<file path="src/rtl/fifo_drain_packer.sv">
// fifo_drain_packer
// Drains elements from the head of an upstream FIFO and packs COUNT of them
// into one output word. Slot 0 holds the first element popped. A flush
// emits a partially filled word, with unfilled slots reading zero. The
// upstream FIFO gives priority to its own push, so an element counts as
// taken only on a cycle where fifoPop is high and no effective push occurs.
//
// Handshake: outValid/outData/outCount are registered and hold steady while
// outValid=1 && outReady=0. A word transfers on any rising edge where
// outValid && outReady. outReady has no effect while outValid=0.
//
// Ports
//   clock, reset_n   rising-edge clock; asynchronous active-low reset
//   fifoData         upstream FIFO head element (valid when fifoEmpty=0)
//   fifoEmpty        upstream FIFO empty flag
//   fifoFull         upstream FIFO full flag
//   fifoPush         upstream FIFO push input, observed in the same cycle
//   fifoPop          pop request to the upstream FIFO (combinational)
//   flush            emit the current partial word
//   outData          packed word (registered)
//   outValid         outData/outCount hold a word (registered)
//   outReady         downstream accepts the word
//   outCount         number of valid elements in outData (registered)
//   wordCount        words delivered since reset, wraps 255->0
//   dbg_state        current FSM state (0=FILL, 1=HOLD)
module fifo_drain_packer #(
  parameter int MSBD  = 3,
  parameter int COUNT = 4,
  parameter int MSBW  = (MSBD + 1) * COUNT - 1
) (
  input  logic            clock,
  input  logic            reset_n,
  input  logic [MSBD:0]   fifoData,
  input  logic            fifoEmpty,
  input  logic            fifoFull,
  input  logic            fifoPush,
  output logic            fifoPop,
  input  logic            flush,
  output logic [MSBW:0]   outData,
  output logic            outValid,
  input  logic            outReady,
  output logic [2:0]      outCount,
  output logic [7:0]      wordCount,
  output logic            dbg_state
);

  localparam int EW = MSBD + 1;

  typedef enum logic {
    ST_FILL = 1'b0,
    ST_HOLD = 1'b1
  } state_e;

  state_e        state_q, state_d;
  logic [2:0]    idx_q, idx_d;
  logic [MSBW:0] data_q, data_d;
  logic          valid_q, valid_d;
  logic [2:0]    cnt_q, cnt_d;
  logic [7:0]    wc_q, wc_d;

  logic          accept;
  logic          last_slot;

  // Gating with reset_n keeps the upstream FIFO untouched while reset is
  // held, even though the state register is already forced to FILL.
  assign fifoPop   = reset_n & (state_q == ST_FILL) & ~fifoEmpty;
  // The upstream FIFO ignores pop on a cycle where its push takes effect.
  assign accept    = fifoPop & ~(fifoPush & ~fifoFull);
  assign last_slot = (idx_q == 3'(COUNT - 1));

  always_comb begin
    state_d = state_q;
    idx_d   = idx_q;
    data_d  = data_q;
    valid_d = valid_q;
    cnt_d   = cnt_q;
    wc_d    = wc_q;
    case (state_q)
      ST_FILL: begin
        if (accept) begin
          for (int k = 0; k < COUNT; k++) begin
            if (idx_q == 3'(k)) begin
              data_d[k*EW +: EW] = fifoData;
            end
          end
          if (last_slot || flush) begin
            state_d = ST_HOLD;
            valid_d = 1'b1;
            cnt_d   = idx_q + 3'd1;
          end else begin
            idx_d = idx_q + 3'd1;
          end
        end else if (flush && (idx_q != 3'd0)) begin
          state_d = ST_HOLD;
          valid_d = 1'b1;
          cnt_d   = idx_q;
        end
      end
      ST_HOLD: begin
        if (valid_q && outReady) begin
          state_d = ST_FILL;
          idx_d   = 3'd0;
          // Clearing here guarantees zeros in the unfilled slots of the
          // next partial word.
          data_d  = '0;
          valid_d = 1'b0;
          wc_d    = wc_q + 8'd1;
        end
      end
      default: begin
        state_d = ST_FILL;
      end
    endcase
  end

  always_ff @(posedge clock or negedge reset_n) begin
    if (!reset_n) begin
      state_q <= ST_FILL;
      idx_q   <= 3'd0;
      data_q  <= '0;
      valid_q <= 1'b0;
      cnt_q   <= 3'd0;
      wc_q    <= 8'd0;
    end else begin
      state_q <= state_d;
      idx_q   <= idx_d;
      data_q  <= data_d;
      valid_q <= valid_d;
      cnt_q   <= cnt_d;
      wc_q    <= wc_d;
    end
  end

  assign outData   = data_q;
  assign outValid  = valid_q;
  assign outCount  = cnt_q;
  assign wordCount = wc_q;
  assign dbg_state = state_q;

endmodule

</file>
<file path="config.mk">
export PLATFORM = sky130hd
export DESIGN_NAME = fifo_drain_packer
export DESIGN_NICKNAME = d
export VERILOG_FILES = /design/src/rtl/fifo_drain_packer.sv
export SDC_FILE = /design/constraint.sdc
export NUM_CORES = 1
export LEC_CHECK = 0
export ABC_AREA = 1
export BUFFER_PORTS_ARGS = -buffer_cell sky130_fd_sc_hd__buf_2
export CORE_MARGIN = 5
export CORE_UTILIZATION = 35
export CTS_CLUSTER_SIZE = 10
export DETAILED_ROUTE_END_ITERATION = 10
export RECOVER_POWER = 25
export SLEW_MARGIN = 10
export SYNTH_ARGS = -nofsm -noshare
export SYNTH_HDL_FRONTEND = slang
export SYNTH_SLANG_ARGS = --single-unit
</file>
<file path="constraint.sdc">
create_clock -name clock -period 1.6 [get_ports clock]
set_input_delay 0 -clock clock [delete_from_list [all_inputs] [get_ports clock]]
set_output_delay 0 -clock clock [all_outputs]
set_load 0.01 [all_outputs]
</file>
==> results_dict.tcl <==
set metrics [dict create \
    status "completed" \
    max-slew-margin-rel_pct 47.9 \
    grt_usage_pct 12.5 \
    cp.required_ns 1.77 \
    synthTopCellsByArea "dfrtp_1 49%, nand2_1 12%, nand3_1 6.8%, ha_1 4.6%, inv_1 3.0%" \
    port_buffers 40 \
    ant_nets 0 \
    synth_area_mm2 0.00163 \
    crit_family "flip-flops" \
    worst_ir_drop_vdd_uv 648 \
    multi_input_area_um2 719 \
    synthTopCellsByCount "53 x nand2_1, 32 x dfrtp_1, 22 x nand3_1, 13 x inv_1, 7 x nor2_1" \
    hp-class "in2reg" \
    swShare_pct 39.1 \
    num_vias 1242 \
    gr-total-overflow 0 \
    hold_start "outReady" \
    routedWlPerCell_um 12.5 \
    synth_edf_count 0 \
    max_freq_mhz 696 \
    fill_cells 461 \
    h-tree-depth 2 \
    n_antenna_cell 0 \
    finalCriticalPeriod_ns 1.44 \
    seqPwrFrac_pct 40.8 \
    clockBufferDepth 2 \
    worst_path_max_delay_cell "dfrtp_1" \
    synthDistinctLibCells 29 \
    area_growth_pct 23.4 \
    period_share_pct 89.8 \
    grt_pass1_wl_um 5950 \
    cts_tree "built" \
    cp_common_cell "ha_1" \
    dieArea_mm2 0.00611 \
    clkTransAtPathRegs_ns 0.06 \
    rows 24 \
    pwr-share-comb_pct 38.7 \
    place.gp.congestion 0.833 \
    io-pin-count 41 \
    root_buffer "clkbuf_8" \
    dr.first_iter.drc_count 44 \
    worstReg2RegStart "idx_q[0]$_DFFE_PN0P_" \
    drive_above_1_share_pct 33.0 \
    synth_top_area_cell "dfrtp_1" \
    final_util_pct 45.1 \
    drv_cap 0 \
    grt_max_degree 33 \
    synth.most_common_cell "nand2_1" \
    avgSynthCellArea_um2 9.45 \
    die_y_um 78.1 \
    fin_nets 238 \
    drv_slew 0 \
    initial_core_util_pct 36.6 \
    rsz0062_at_grt "no" \
    finalClockSkew_ns 0.00296 \
    startpoint_type "register" \
    synth_cells 172 \
    clock-sinks 32 \
    worst_pin_slew_ns 0.782 \
    async_flop_share_pct 100 \
    cp_num_buf_inv 0 \
    synthFlopType "dfrtp_1" \
    p_leak_uw 0.00115 \
    drc 0 \
    via_per_inst 4.55 \
    hpwl_um 2640 \
    finalHoldViolCount 0 \
    p_int_uw 2000 \
    synth-seq-cells 32 \
    pwr-share-clk_pct 20.5 \
    regArea_um2 801 \
    clk_latency_ns 0.28 \
    grt_pass1_vias 1283 \
    cts_buffers 5 \
    crit_path_cell_trace "ha_1, ha_1, nor2_2, nand3_2, nand2_1, o22ai_1" \
    first_pass_iters 4 \
    r2r_slack_ns 0.16 \
    syn-num-nets 189 \
    synth_top_area_share_pct 49.3 \
    synth_seq_area_share_pct 49.3 \
    cp-end-kind "register" \
    power_switching_uw 1290 \
    cp_slowest_stage_delay_ns 0.43 \
    startpoint "idx_q[0]$_DFFE_PN0P_" \
    crit_arrival_ns 1.60 \
    setup-violations-final 0 \
    yosysWarnings 0 \
    antenna_found_initial 0 \
    routed_wl_um 3410 \
    cp_max_fo 6 \
    crit_type "reg2reg" \
    finalSetupTns_ns 0 \
    die_x_um 78.1 \
    p_per_area_mw_per_mm2 1640 \
    fp.coreArea_mm2 0.00444 \
]
## timing repair
item	4_1_cts	5_1_grt
buffers inserted	0	0
hold buffers	1	0
endpoints found under the setup margin	0	4
endpoints found under the hold margin	32	0
resized for setup	0	1
## power by group through the flow
stage	sequential, uW	combinational, uW	clock (uW)
global route	1390	1440	729
global placement	1360	1280	0
detailed placement	1360	1300	0
finish	1340	1270	674
floorplan	1440	730	0
CTS	1350	1310	694
## tightest hold or removal path, delay by kind of cell
kind                      cells  cell delay (ns)
buffers and inverters         1             0.13
and+or+nand+nor               1             0.11
xor gates and xnor gates      1             0.06
## stage by stage
stage	instance area [um2]	instances	setup WS [ns]	total power [uW]	hold slack, ns
after floorplan	1630	172	0.228	2170	-0.296
after global placement	1900	265	0.175	2630	0.0737
after detailed placement	1900	265	0.122	2660	0.0711
after CTS	2010	273	0.116	3350	0.0496
after global routing	2010	273	0.0275	3560	0.0618
final	2010	273	0.163	3290	0.0482
## cell usage in the layout (no fill, tap or decap), drive strengths merged
master	Yosys	final
a21oi	1	1
buf	3	42
clkbuf	0	9
clkinv	3	3
dfrtp	32	32
dlygate4sd3	0	1
ha	6	6
inv	15	15
mux2	1	1
nand2	58	58
nand3	27	27
nand4	1	1
nor2	10	10
nor3	1	1
o21ai	5	5
o22ai	2	2
xnor2	4	4
xor2	3	3
## flip-flops by register name, summed over array words and instances (netlist names)
| signal | cells |
|---|---|
| outCount | 3 |
| wordCount | 8 |
| dbg_state | 1 |
| outValid | 1 |
| idx_q | 3 |
| outData | 16 |
## logic make-up (layout without fill, tap and decap cells)
logic type | after synthesis | after routing | share of synthesized area, %
xor gates and xnor gates | 7 | 7 | 3.77
buffers and inverters | 21 | 70 | 6.62
muxes | 1 | 1 | 0.693
DFF | 32 | 32 | 49.3
adders and majority gates | 6 | 6 | 4.62
and+or+nand+nor | 97 | 97 | 31.5
AOI/OAI and AO/OA | 8 | 8 | 3.54
## cell type report
cell class | instances | area share, %
well taps | 52 | 3.24
repair buffers | 45 | 11.8
inverters | 18 | 4.37
clock buffers | 7 | 4.80
flip-flops and latches | 32 | 39.9
multi-input cells | 119 | 35.9
## final timing paths
path	endpoint	cells after the start
worst max-delay path	idx_q[1]$_DFFE_PN0P_	6
worst min-delay path	wordCount[2]$_DFFE_PN0P_	3
worst max register to register	idx_q[1]$_DFFE_PN0P_	6
worst min register to register	outCount[2]$_DFFE_PN0P_	2
max in group asynchronous	wordCount[4]$_DFFE_PN0P_	3
min in group asynchronous	idx_q[0]$_DFFE_PN0P_	3
## layer usage
layer / track usage [%] / share of wire [%] / vias to the layer above
met5: 0 / 0 / -
met4: 5.24 / 1.8 / 0
met3: 3.89 / 4.9 / 6
met2: 20.4 / 48 / 27
met1: 15.3 / 45 / 565
li1: - / - / 644
(Power assumes the default switching activity.)
